==> config.mk <==
export PLATFORM = sky130hd
export DESIGN_NAME = pipe_hazard_ctrl
export DESIGN_NICKNAME = d
export VERILOG_FILES = /design/src/rtl/pipe_hazard_ctrl.sv
export SDC_FILE = /design/constraint.sdc
export NUM_CORES = 1
export LEC_CHECK = 0
export ABC_AREA = 0
export BUFFER_PORTS_ARGS = -buffer_cell sky130_fd_sc_hd__buf_2
export CAP_MARGIN = 20
export CORE_UTILIZATION = 45
export CTS_BUF_LIST = sky130_fd_sc_hd__clkbuf_4 sky130_fd_sc_hd__clkbuf_8
export DETAILED_ROUTE_END_ITERATION = 16
export HOLD_SLACK_MARGIN = 0.15
export PLACE_DENSITY = 0.74
export SLEW_MARGIN = 20
export SYNTH_ARGS = -nofsm -noshare
export SYNTH_HDL_FRONTEND = slang
export SYNTH_SLANG_ARGS = --single-unit
==> constraint.sdc <==
create_clock -name clk -period 4.73 [get_ports clk]
set_input_delay 0.946 -clock clk [delete_from_list [all_inputs] [get_ports clk]]
set_output_delay 0.946 -clock clk [all_outputs]
set_load 0.005 [all_outputs]
==> src/rtl/pipe_hazard_ctrl.sv <==
// rtl/pipe_hazard_ctrl.sv - hazard/stall/flush control beside IF/ID for the 5-stage 20-bit core
module pipe_hazard_ctrl #(
    parameter int unsigned MUL_CYCLES = 3
) (
    input  logic        clk,
    input  logic        rst,
    input  logic [19:0] id_instr,
    input  logic        ex_mem_read,
    input  logic [3:0]  ex_rd,
    input  logic        ex_branch_taken,
    output logic        pc_write_en,
    output logic        ifid_write_en,
    output logic        ifid_flush,
    output logic        idex_bubble,
    output logic        mul_busy,
    output logic        halted,
    output logic [15:0] stall_cycles
);

    typedef enum logic [1:0] {
        RUN      = 2'd0,
        MUL_BUSY = 2'd1,
        HALTED   = 2'd2
    } state_t;

    localparam logic [3:0]  OP_LOAD  = 4'h8;
    localparam logic [3:0]  OP_MUL   = 4'hA;
    localparam logic [3:0]  OP_HALT  = 4'hF;
    localparam logic [3:0]  MUL_LOAD = 4'(MUL_CYCLES - 1);
    localparam logic [15:0] STALL_MAX = 16'hFFFF;

    state_t      state;
    state_t      next_state;
    logic [3:0]  mul_cnt;
    logic [3:0]  next_mul_cnt;

    logic [3:0]  id_op;
    logic [3:0]  id_rs1;
    logic [3:0]  id_rs2;
    logic        rs2_used;
    logic        load_use;
    logic        stall_inc;

    assign id_op  = id_instr[19:16];
    assign id_rs1 = id_instr[11:8];
    assign id_rs2 = id_instr[7:4];

    // LOAD and HALT carry no rs2 operand, so a match on that field is not a hazard.
    assign rs2_used = (id_op != OP_LOAD) && (id_op != OP_HALT);
    assign load_use = ex_mem_read && (ex_rd != 4'd0) &&
                      ((ex_rd == id_rs1) || (rs2_used && (ex_rd == id_rs2)));

    always_comb begin
        next_state    = state;
        next_mul_cnt  = mul_cnt;
        pc_write_en   = 1'b1;
        ifid_write_en = 1'b1;
        ifid_flush    = 1'b0;
        idex_bubble   = 1'b0;

        if (rst) begin
            pc_write_en   = 1'b0;
            ifid_write_en = 1'b0;
            idex_bubble   = 1'b1;
            next_state    = RUN;
            next_mul_cnt  = 4'd0;
        end else if (state == HALTED) begin
            pc_write_en   = 1'b0;
            ifid_write_en = 1'b0;
            idex_bubble   = 1'b1;
        end else if (ex_branch_taken) begin
            // Squash wins over anything decoded in ID, including a pending MUL drain.
            ifid_flush    = 1'b1;
            idex_bubble   = 1'b1;
            next_state    = RUN;
            next_mul_cnt  = 4'd0;
        end else if (state == MUL_BUSY) begin
            pc_write_en   = 1'b0;
            ifid_write_en = 1'b0;
            idex_bubble   = 1'b1;
            if (mul_cnt <= 4'd1) begin
                next_state   = RUN;
                next_mul_cnt = 4'd0;
            end else begin
                next_mul_cnt = mul_cnt - 4'd1;
            end
        end else if (load_use) begin
            pc_write_en   = 1'b0;
            ifid_write_en = 1'b0;
            idex_bubble   = 1'b1;
        end else if (id_op == OP_HALT) begin
            pc_write_en   = 1'b0;
            ifid_write_en = 1'b0;
            idex_bubble   = 1'b1;
            next_state    = HALTED;
        end else if (id_op == OP_MUL) begin
            next_state    = MUL_BUSY;
            next_mul_cnt  = MUL_LOAD;
        end
    end

    always_ff @(posedge clk) begin
        state   <= next_state;
        mul_cnt <= next_mul_cnt;
    end

    // The HALT-decode cycle is still in RUN, so it is counted; HALTED cycles are not.
    assign stall_inc = !rst && !pc_write_en && (state != HALTED);

    always_ff @(posedge clk) begin
        if (rst) begin
            stall_cycles <= 16'd0;
        end else if (stall_inc && (stall_cycles != STALL_MAX)) begin
            stall_cycles <= stall_cycles + 16'd1;
        end
    end

    assign mul_busy = (state == MUL_BUSY);
    assign halted   = (state == HALTED);

endmodule

==> key figures, run 1 <==
Floorplanning
  – Core Area: 2780 um^2
  – Starting Density: 0.479
  – # IOs: 50
  – Die X: 56.4 um
  – Cell Rows: 19
  – Die Span Y: 56.4 um
  – Die area: 3180 um^2

Worst setup path
  – Worst Path Max Fanout: 8
  – Crit-path slowest cell: o41ai_2
  – CP Cell Sequence: buf_2, o41ai_2, nor3_1, a2bb2oi_2, and2_1, o21a_1, buf_2
  – CP required: 3.78 ns
  – Crit path launch type: input port
  – Buf/Inv on CP: 2
  – Max incr delay on CP: 0.41 ns
  – Critical path type: in2out
  – Crit-path leading delay family: compound AO/OA/AOI/OAI gates
  – Most used cell, CP: buf_2
  – CP endpoint kind: output pin
  – Crit path DAT: 2.31 ns

Timing
  – RSZ-0062 raised after global routing: false
  – Slew Viols, Final: 0
  – Setup violators final: 0
  – Crit path time final: 3.26 ns
  – Slew at the pin with the worst max-slew slack: 0.880 ns
  – Final Skew: 0.000873 ns
  – Setup ws final: 1.47 ns
  – Crit share post-route: 0.688
  – Hold Vio Cnt, Final: 0
  – Setup TNS: 0 ns
  – Slew HR: 0.408
  – Fmax: 0.307 GHz

Pwr
  – Sequential Power Share: 0.490
  – Pwr per Cell Area: 244 nW/um^2
  – Leak: 0.633 nW
  – Power Total: 0.387 mW
  – Cell internal pwr: 0.297 mW
  – Worst vdd ir: 0.191 mV
  – Sw power: 0.0903 mW
  – Clk network pwr share: 0.374
  – Combinational Power Share: 0.136
  – Switching part of the total power: 0.233

Logic synthesis
  – Netlist Area Pre-Place: 1330 um^2
  – Yosys warns: 0
  – Count of different cell masters after synthesis: 45
  – Post-synthesis sequential area ratio: 0.331
  – Synth top area share: 0.331
  – Ys flop type: dfxtp_1
  – Seq cells post-synth: 22
  – Leading area contributor after synthesis: dfxtp_1
  – Post-synth ARST share: 0
  – Post-Syn Nets: 194
  – Top post-synthesis cells by count: 22 x dfxtp_1, 14 x nor2_1, 12 x a21oi_1, 12 x o21ai_0
  – Mapped Avg Cell Area: 8.18 um^2
  – Most common cell in the netlist: dfxtp_1
  – Post-synth EDFFs: 0
  – Synth area leaders: dfxtp_1 33%, a21oi_1 4.5%, o21ai_0 4.5%
  – Mapped Cells: 163

Cells and area
  – Ratio of cells with drive above 1 in the final layout: 0.259
  – Final net count: 233
  – Area growth syn-to-layout: 19.1%
  – # diodes: 0
  – Non-Filler Instances: 232

Detailed routing
  – Drt wl/cell: 13.6 um
  – Initial DRT Pass Iterations: 4
  – Post-DRT Antenna Nets: 0
  – Vias per std cell: 5.92
  – Drt initial violations: 17
  – Vias: 1,373
  – Routed WL: 3140 um
  – DRC: 0

Flow run
  – Max-cap viol count: 0

Clock network
  – TritonCTS buffer count: 3
  – Post-cts sizing count: 0
  – CTS Buffer Depth: 2
  – Hold_buf cts: 0
  – Setup Buffers After CTS: 0
  – Worst-Skew Late Latency: 0.31 ns
  – Root Buffer: clkbuf_4
  – TritonCTS clock tree: built
  – Clock tree sinks: 22
  – Clock transition at the registers of the reported paths: 0.12 ns
  – # H-tree levels: 1

Global route
  – All-layer global routing usage: 0.206
  – Pin count of the biggest net entering global routing: 28
  – Vias in the first global route: 1,275
  – Initial antenna violation count: 0
  – GRT Residual Overflow: 0
  – First-pass GRT wire length: 5230 um

Placed design
  – GP Congestion: 0.722
  – PortBufs: 41
  – Dpl hpwl: 2380 um
  – Place WS: 1.48 ns
  – Placed insts: 228

Run status
  – Outcome: finished clean

Hold path
  – Hold Crit Class: reg2reg
## flip-flops by register name (all words and copies together) (netlist names)
register	flops
stall_cycles	16
mul_cnt	4
state	2
## per-stage QoR
step | util | area [um^2] | hold WS (ns)
final | 0.570 | 1590 | 0.505
after global routing | 0.570 | 1590 | 0.537
after CTS | 0.570 | 1590 | 0.504
after detailed placement | 0.552 | 1530 | 0.487
after global placement | 0.552 | 1530 | 0.466
after floorplan | - | 1330 | 0.450
## metal layers
layer	global-route usage	share of wire	up-vias	wire length (um)
met2	0.393	0.49	44	1530
li1	-	-	690	-
met1	0.218	0.44	632	1380
met3	0.0323	0.057	7	179
met5	0	0	-	0
met4	0.0941	0.017	0	55
## power by group through the flow
| stage | combinational, mW | sequential [mW] | clock (mW) |
|---|---|---|---|
| final | 0.0527 | 0.189 | 0.145 |
| after global routing | 0.0582 | 0.190 | 0.158 |
| after CTS | 0.0532 | 0.189 | 0.148 |
| after detailed placement | 0.0526 | 0.194 | 0 |
| after global placement | 0.0501 | 0.193 | 0 |
| after floorplan | 0.0342 | 0.193 | 0 |
## cells by family (layout without fill, tap and decap cells)
kind of cell / Yosys count / in the layout / share of synthesized area
adder cells (fa/ha/maj): 3 / 3 / 0.0282
AND/OR/NAND/NOR: 70 / 70 / 0.292
AO/OA/AOI/OAI: 44 / 44 / 0.225
buffers and inverters: 13 / 51 / 0.0488
flip-flops: 22 / 22 / 0.331
XOR/XNOR: 9 / 9 / 0.0592
multiplexers: 2 / 2 / 0.0160
## path summary, 6_finish.rpt
check                                                   from                            to  slack [ns]  cells past startpoint
worst min-delay path                 mul_cnt[3]$_SDFFE_PP0P_       mul_cnt[3]$_SDFFE_PP0P_        0.51                      1
worst max register to register  stall_cycles[0]$_SDFFE_PP0P_  stall_cycles[7]$_SDFFE_PP0P_        2.38                      7
worst max-delay path                                ex_rd[0]                 ifid_write_en        1.47                      7
worst min register to register       mul_cnt[3]$_SDFFE_PP0P_       mul_cnt[3]$_SDFFE_PP0P_        0.51                      1
## cells in the final DEF, fill, tap and decap left out, types with 3 or more instances in the layout
master	n
a2111oi_0	3
a21oi_1	12
and3_1	3
buf_2	41
clkbuf_4	3
dfxtp_1	22
ha_1	3
inv_1	6
nand2_1	7
nand2b_1	4
nand3_1	8
nand4_1	5
nor2_1	14
nor3_1	7
o21ai_0	12
or3_1	8
xnor2_1	4
xor2_1	5
## layout make-up
type,instances,area [um^2]
inverters,6,22.5
clock buffers,3,22.5
repair buffers,41,205
multi-input cells,128,827
clock inverters,1,30.0
fillers,268,1190
well taps,31,38.8
flip-flops and latches,22,440
No activity file was read; power rests on OpenSTA's default activity.
==> inputs of run 2 (changes only) <==
Settings changed: PLACE_DENSITY 0.74 to 0.77.
Clock period 4.73 ns to 2.98 ns, I/O delays scaled along.
==> key figures, run 2 (synthesis gave the netlist of run 1 again) <==
Floorplanning
  – Starting Density: 0.479 (unchanged)
  – # IOs: 50 (unchanged)
  – Cell Rows: 19 (unchanged)
  – Core Area: 2780 um^2 (unchanged)
  – Die Span Y: 56.4 um (unchanged)
  – Die area: 3180 um^2 (unchanged)
  – Die X: 56.4 um (unchanged)

Worst setup path
  – Max incr delay on CP: 0.43 ns (+0.02 ns)
  – Worst Path Max Fanout: 8 (unchanged)
  – Crit-path slowest cell: o41ai_2
  – Critical path type: in2out
  – R2R depth: 7 (unchanged)
  – CP endpoint kind: output pin
  – Crit path launch type: input port
  – Crit path DAT: 1.99 ns (-0.32 ns)
  – CP required: 2.38 ns (-1.40 ns)
  – CP Cell Sequence: buf_2, o41ai_2, nor3_1, a2bb2oi_2, and2_1, o21a_1, buf_2
  – Reg2reg end: stall_cycles[7]$_SDFFE_PP0P_
  – Crit. Startpoint: ex_rd[0]
  – Most used cell, CP: buf_2
  – FF-to-FF setup slack: 0.69 ns (-1.69 ns)
  – Reg2reg start: stall_cycles[0]$_SDFFE_PP0P_
  – Worst Setup EP: ifid_write_en

Timing
  – Crit path time final: 2.59 ns
  – Setup TNS: 0 ns (unchanged)
  – Fmax: 0.386 GHz
  – RSZ-0062 raised after global routing: false
  – Crit share post-route: 0.869
  – Setup violators final: 0 (unchanged)
  – Hold Vio Cnt, Final: 0 (unchanged)
  – Slew HR: 0.634 (+0.226)
  – Final Skew: 0.00394 ns (+0.00306 ns)
  – Slew at the pin with the worst max-slew slack: 0.536 ns (-0.345 ns)
  – Slew Viols, Final: 0 (unchanged)
  – Setup ws final: 0.391 ns (-1.08 ns)
  – Worst hold slack: 0.491 ns (-0.0141 ns)

Global route
  – Vias in the first global route: 1,230 (-3.5%)
  – All-layer global routing usage: 0.203 (-0.00282)
  – Global Route met3 Usage: 0.0276 (-0.00461)
  – Busiest grt layer: met2
  – Met1 usage: 0.251 (+0.0336)
  – Initial antenna violation count: 0 (unchanged)
  – Pin count of the biggest net entering global routing: 28 (unchanged)
  – First-pass GRT wire length: 5240 um (+0.27%)
  – GRT Residual Overflow: 0 (unchanged)
  – Met2 GRT Util: 0.362 (-0.0306)

Cells and area
  – # diodes: 0 (unchanged)
  – Most common cell after layout, fill and taps aside: buf_2
  – Ratio of cells with drive above 1 in the final layout: 0.262 (+0.00367)
  – Max FFs per register: 16 (unchanged)
  – Top flop regs: stall_cycles (16), mul_cnt (4), state (2)
  – Area growth syn-to-layout: 18.4%
  – Most frequent cells in the layout: 41 x buf_2, 22 x dfxtp_1, 14 x nor2_1, 12 x o21ai_0, 12 x a21oi_1
  – Largest Register: stall_cycles
  – Final instance area: 1580 um^2 (-0.55%)
  – Final net count: 234 (+0.43%)
  – Non-Filler Instances: 233 (+0.43%)

Clock network
  – # H-tree levels: 1 (unchanged)
  – TritonCTS buffer count: 3 (unchanged)
  – TritonCTS clock tree: built
  – Worst-Skew Late Latency: 0.31 ns (about the same)
  – Post-cts sizing count: 0 (unchanged)
  – Clock tree sinks: 22 (unchanged)
  – Hold_buf cts: 0 (unchanged)
  – Clock transition at the registers of the reported paths: 0.12 ns (about the same)
  – CTS Buffer Depth: 2 (unchanged)
  – Root Buffer: clkbuf_4
  – Setup Buffers After CTS: 0 (unchanged)

Detailed routing
  – Vias per std cell: 5.85 (-1.1%)
  – Drt wl/cell: 12.4 um (-8.3%)
  – Drt initial violations: 36 (+19)
  – Post-DRT Antenna Nets: 0 (unchanged)
  – Initial DRT Pass Iterations: 4 (unchanged)
  – Routed WL: 2890 um (-8.0%)
  – DRC: 0 (unchanged)
  – Vias: 1,364 (-0.66%)

Placed design
  – Placed insts: 229 (+0.44%)
  – Dpl hpwl: 2220 um (-6.4%)
  – Placed Instance Area: 1540 um^2 (+0.49%)
  – PortBufs: 41 (unchanged)
  – GP Congestion: 0.766 (+6.1%)
  – Place WS: 0.349 ns (-1.13 ns)

Hold path
  – Hold Crit Class: reg2reg

Pwr
  – Pwr per Cell Area: 349 nW/um^2 (+43%)
  – Leak: 0.632 nW (-0.23%)
  – Worst vdd ir: 0.216 mV (+13%)

Flow run
  – Max-cap viol count: 0 (unchanged)

Run status
  – Outcome: finished clean
run 2: changes by cell type in the layout (fill, tap and decap cells not counted):
cell	before	now
buf_4	0	1
bufinv_16	1	0
clkbuf_8	0	1
run 2: metal layers:
metal	part of all wire	vias up
met4	0.014	0
met3	0.049	6
met1	0.45	627
met2	0.49	39
li1	-	692
met5	0	-
run 2: worst min-delay path by stage:
stage	from	to	slack (ns)	depth (start not counted)
floorplan	mul_cnt[3]$_SDFFE_PP0P_	mul_cnt[3]$_SDFFE_PP0P_	0.45	1
global placement	mul_cnt[3]$_SDFFE_PP0P_	mul_cnt[3]$_SDFFE_PP0P_	0.47	1
detailed placement	mul_cnt[3]$_SDFFE_PP0P_	mul_cnt[3]$_SDFFE_PP0P_	0.47	1
CTS	mul_cnt[3]$_SDFFE_PP0P_	mul_cnt[3]$_SDFFE_PP0P_	0.49	1
global route	stall_cycles[15]$_SDFFE_PP0P_	stall_cycles[15]$_SDFFE_PP0P_	0.53	2
finish	mul_cnt[3]$_SDFFE_PP0P_	mul_cnt[3]$_SDFFE_PP0P_	0.49	1
run 2: report_power, final:
part / total (mW) / switching [mW] / internal [mW] / leakage, nW
logic: 0.0822 / 0.0446 / 0.0376 / 0.433
clock network: 0.167 / 0.0927 / 0.0747 / 0.0210
registers: 0.300 / 0.00327 / 0.297 / 0.178
total: 0.550 / 0.141 / 0.409 / 0.632
run 2: per-stage QoR:
step	power (mW)	utilization
2_1_floorplan	0.360	-
3_3_place_gp	0.386	0.554
3_5_place_dp	0.389	0.554
4_1_cts	0.555	0.567
5_1_grt	0.580	0.567
6_report	0.550	0.567
run 2: area by class of cell:
class | count | area (um^2)
fillers | 264 | 1200
multi-input cells | 128 | 827
flip-flops and latches | 22 | 440
repair buffers | 42 | 213
well taps | 31 | 38.8
clock buffers | 4 | 36.3
inverters | 6 | 22.5
run 2: worst max-delay path, delay by kind of cell:
kind,cells,cell delay [ns]
buffers and inverters,2,0.25
and+or+nand+nor,2,0.30
AOI/OAI and AO/OA,3,0.85
==> inputs of run 3 (changes only) <==
Clock period 2.98 ns to 2.1 ns, I/O delays scaled along.
==> key figures, run 3 (synthesis gave the netlist of run 1 again) <==
Timing
  – Setup violators final: 3 (+3)
  – Crit share post-route: 1.02
  – Crit path time final: 2.15 ns
  – Hold Vio Cnt, Final: 0 (unchanged)
  – Setup ws final: -0.0518 ns (-0.442 ns)
  – Slew at the pin with the worst max-slew slack: 0.428 ns (-0.107 ns)
  – Final Skew: 0.00898 ns (+0.00504 ns)
  – RSZ-0062 raised after global routing: true
  – Worst hold slack: 0.495 ns (+0.00445 ns)
  – Slew HR: 0.707 (+0.0734)
  – Slew Viols, Final: 0 (unchanged)
  – Fmax: 0.465 GHz

Global route
  – All-layer global routing usage: 0.241 (+0.0381)
  – Pin count of the biggest net entering global routing: 23 (-18%)
  – GRT Residual Overflow: 0 (unchanged)
  – First-pass GRT wire length: 6240 um (+19%)
  – Vias in the first global route: 1,510 (+23%)
  – Initial antenna violation count: 0 (unchanged)

Pwr
  – Combinational Power Share: 0.202 (+0.053)
  – Sequential Power Share: 0.512 (-0.034)
  – Pwr per Cell Area: 444 nW/um^2 (+28%)
  – Worst vdd ir: 0.566 mV (+160%)
  – Cell internal pwr: 0.614 mW (+50%)
  – Clk network pwr share: 0.286 (-0.018)
  – Leak: 0.770 nW (+22%)
  – Switching part of the total power: 0.262 (+0.00659)
  – Sw power: 0.218 mW (+55%)

Worst setup path
  – Buf/Inv on CP: 3 (+1)
  – Reg2reg start: stall_cycles[0]$_SDFFE_PP0P_
  – CP Cell Sequence: buf_8, o41ai_4, nor3_2, a2bb2oi_2, buf_4, and2_4, o21a_1, buf_2
  – Crit path DAT: 1.73 ns (-0.26 ns)
  – CP endpoint kind: output pin
  – CP required: 1.68 ns (-0.70 ns)
  – Critical path type: in2out
  – Crit path launch type: input port
  – Number of gates on the worst path with buffers counted: 8 (+1)
  – Max incr delay on CP: 0.41 ns (-0.02 ns)
  – Crit-path leading delay family: compound AO/OA/AOI/OAI gates
  – Crit-path slowest cell: o41ai_4
  – R2R depth: 8 (+1)
  – Worst Path Max Fanout: 3 (-5)
  – Crit. Startpoint: ex_rd[2]

Clock network
  – Clock tree sinks: 22 (unchanged)
  – Worst-Skew Late Latency: 0.31 ns (about the same)
  – TritonCTS clock tree: built
  – CTS Buffer Depth: 2 (unchanged)
  – Clock transition at the registers of the reported paths: 0.13 ns (about the same)
  – TritonCTS buffer count: 3 (unchanged)
  – Hold_buf cts: 0 (unchanged)
  – # H-tree levels: 1 (unchanged)
  – Root Buffer: clkbuf_4

Floorplanning
  – Die area: 3180 um^2 (unchanged)
  – Die Span Y: 56.4 um (unchanged)
  – Die X: 56.4 um (unchanged)
  – Core Area: 2780 um^2 (unchanged)
  – Starting Density: 0.479 (unchanged)
  – Cell Rows: 19 (unchanged)
  – # IOs: 50 (unchanged)

Cells and area
  – Most common cell after layout, fill and taps aside: buf_2
  – Ratio of cells with drive above 1 in the final layout: 0.369 (+0.107)
  – # diodes: 0 (unchanged)
  – Final net count: 254 (+8.5%)
  – Largest Register: stall_cycles
  – Layout Utilization: 0.673 (+0.106)
  – Most frequent cells in the layout: 37 x buf_2, 21 x dfxtp_1, 19 x buf_4, 14 x nor2_1
  – Fill count: 242 (-8.3%)
  – Max FFs per register: 16 (unchanged)
  – Area growth syn-to-layout: 40.6%
  – Top flop regs: stall_cycles (16), mul_cnt (4), state (2)

Detailed routing
  – Post-DRT Antenna Nets: 0 (unchanged)
  – Drt wl/cell: 14.4 um (+16%)
  – Vias per std cell: 5.91 (+0.87%)
  – Vias: 1,494 (+9.5%)
  – Drt initial violations: 51 (+42%)
  – DRC: 0 (unchanged)
  – Routed WL: 3650 um (+26%)
  – Initial DRT Pass Iterations: 4 (unchanged)

Hold path
  – Hold Crit Class: in2reg
  – Hold path cells: 3 (+2)
  – Hold Startpoint: ex_branch_taken

Placed design
  – GP Congestion: 0.760 (-0.73%)
  – Dpl hpwl: 2540 um (+14%)
  – PortBufs: 41 (unchanged)

Run status
  – Failing checks: setup timing
  – Outcome: complete, but fails checks

Flow run
  – Max-cap viol count: 0 (unchanged)
-- run 3: cell types whose count changed in the layout (fill, tap and decap cells not counted), sizes merged --
cell / previous run / this run
buf: 42 / 61
clkbuf: 4 / 5
-- run 3: what timing repair did --
| action | 4_1_cts | 5_1_grt |
|---|---|---|
| setup endpoints to repair | 8 | 16 |
| gates resized for setup | 17 | 10 |
| cloned | 0 | 1 |
| buffers inserted | 4 | 0 |
| endpoints found under the hold margin | 0 | 0 |
| pin swaps | 3 | 6 |
-- run 3: final cells by class --
type,instances,area (um^2),share of cell area
multi-input combinational,128,905,0.483
clock buffer,4,36.3,0.0194
inverter,6,22.5,0.0120
sequential,22,442,0.236
tap,31,38.8,0.0207
timing repair buffer,62,429,0.229
-- run 3: final timing paths --
check | endpoint | slack (ns)
worst min register to register | mul_cnt[3]$_SDFFE_PP0P_ | 0.51
worst max register to register | stall_cycles[10]$_SDFFE_PP0P_ | -0.01
worst max-delay path | pc_write_en | -0.05
worst min-delay path | mul_cnt[1]$_SDFFE_PP0P_ | 0.50
-- run 3: worst register-to-register path: cells and delay by family, from the launching register on --
family	cells	cell delay, ns
adders and majority gates	1	0.18
AOI/OAI and AO/OA	3	0.63
and+or+nand+nor	3	0.71
buffers and inverters	1	0.17
DFF	1	0.35
-- run 3: per-layer routing --
metal / wire length [um] / vias to the layer above / global-route usage
met2: 1960 / 55 / 0.463
met4: 37 / 0 / 0.0732
met5: 0 / - / 0
met1: 1490 / 706 / 0.273
met3: 169 / 5 / 0.0300
li1: - / 728 / -
-- run 3: power by group through the flow --
stage / Combinational (mW) / Sequential (mW) / Clock (mW)
2_1_floorplan: 0.0769 / 0.435 / 0
3_3_place_gp: 0.128 / 0.435 / 0
3_5_place_dp: 0.134 / 0.435 / 0
4_1_cts: 0.164 / 0.426 / 0.238
5_1_grt: 0.182 / 0.427 / 0.259
6_report: 0.168 / 0.426 / 0.238
-- run 3: per-stage QoR --
step	instance area [um^2]	power, mW	TNS (ns)	std cells	setup WS (ns)
after floorplan	1330	0.511	0	163	0.0574
after global placement	1660	0.563	-1.44	245	-0.163
after detailed placement	1660	0.570	-2.91	245	-0.268
after CTS	1830	0.828	-0.0172	253	-0.00887
after global routing	1870	0.868	-0.712	253	-0.100
final	1870	0.833	-0.105	253	-0.0518
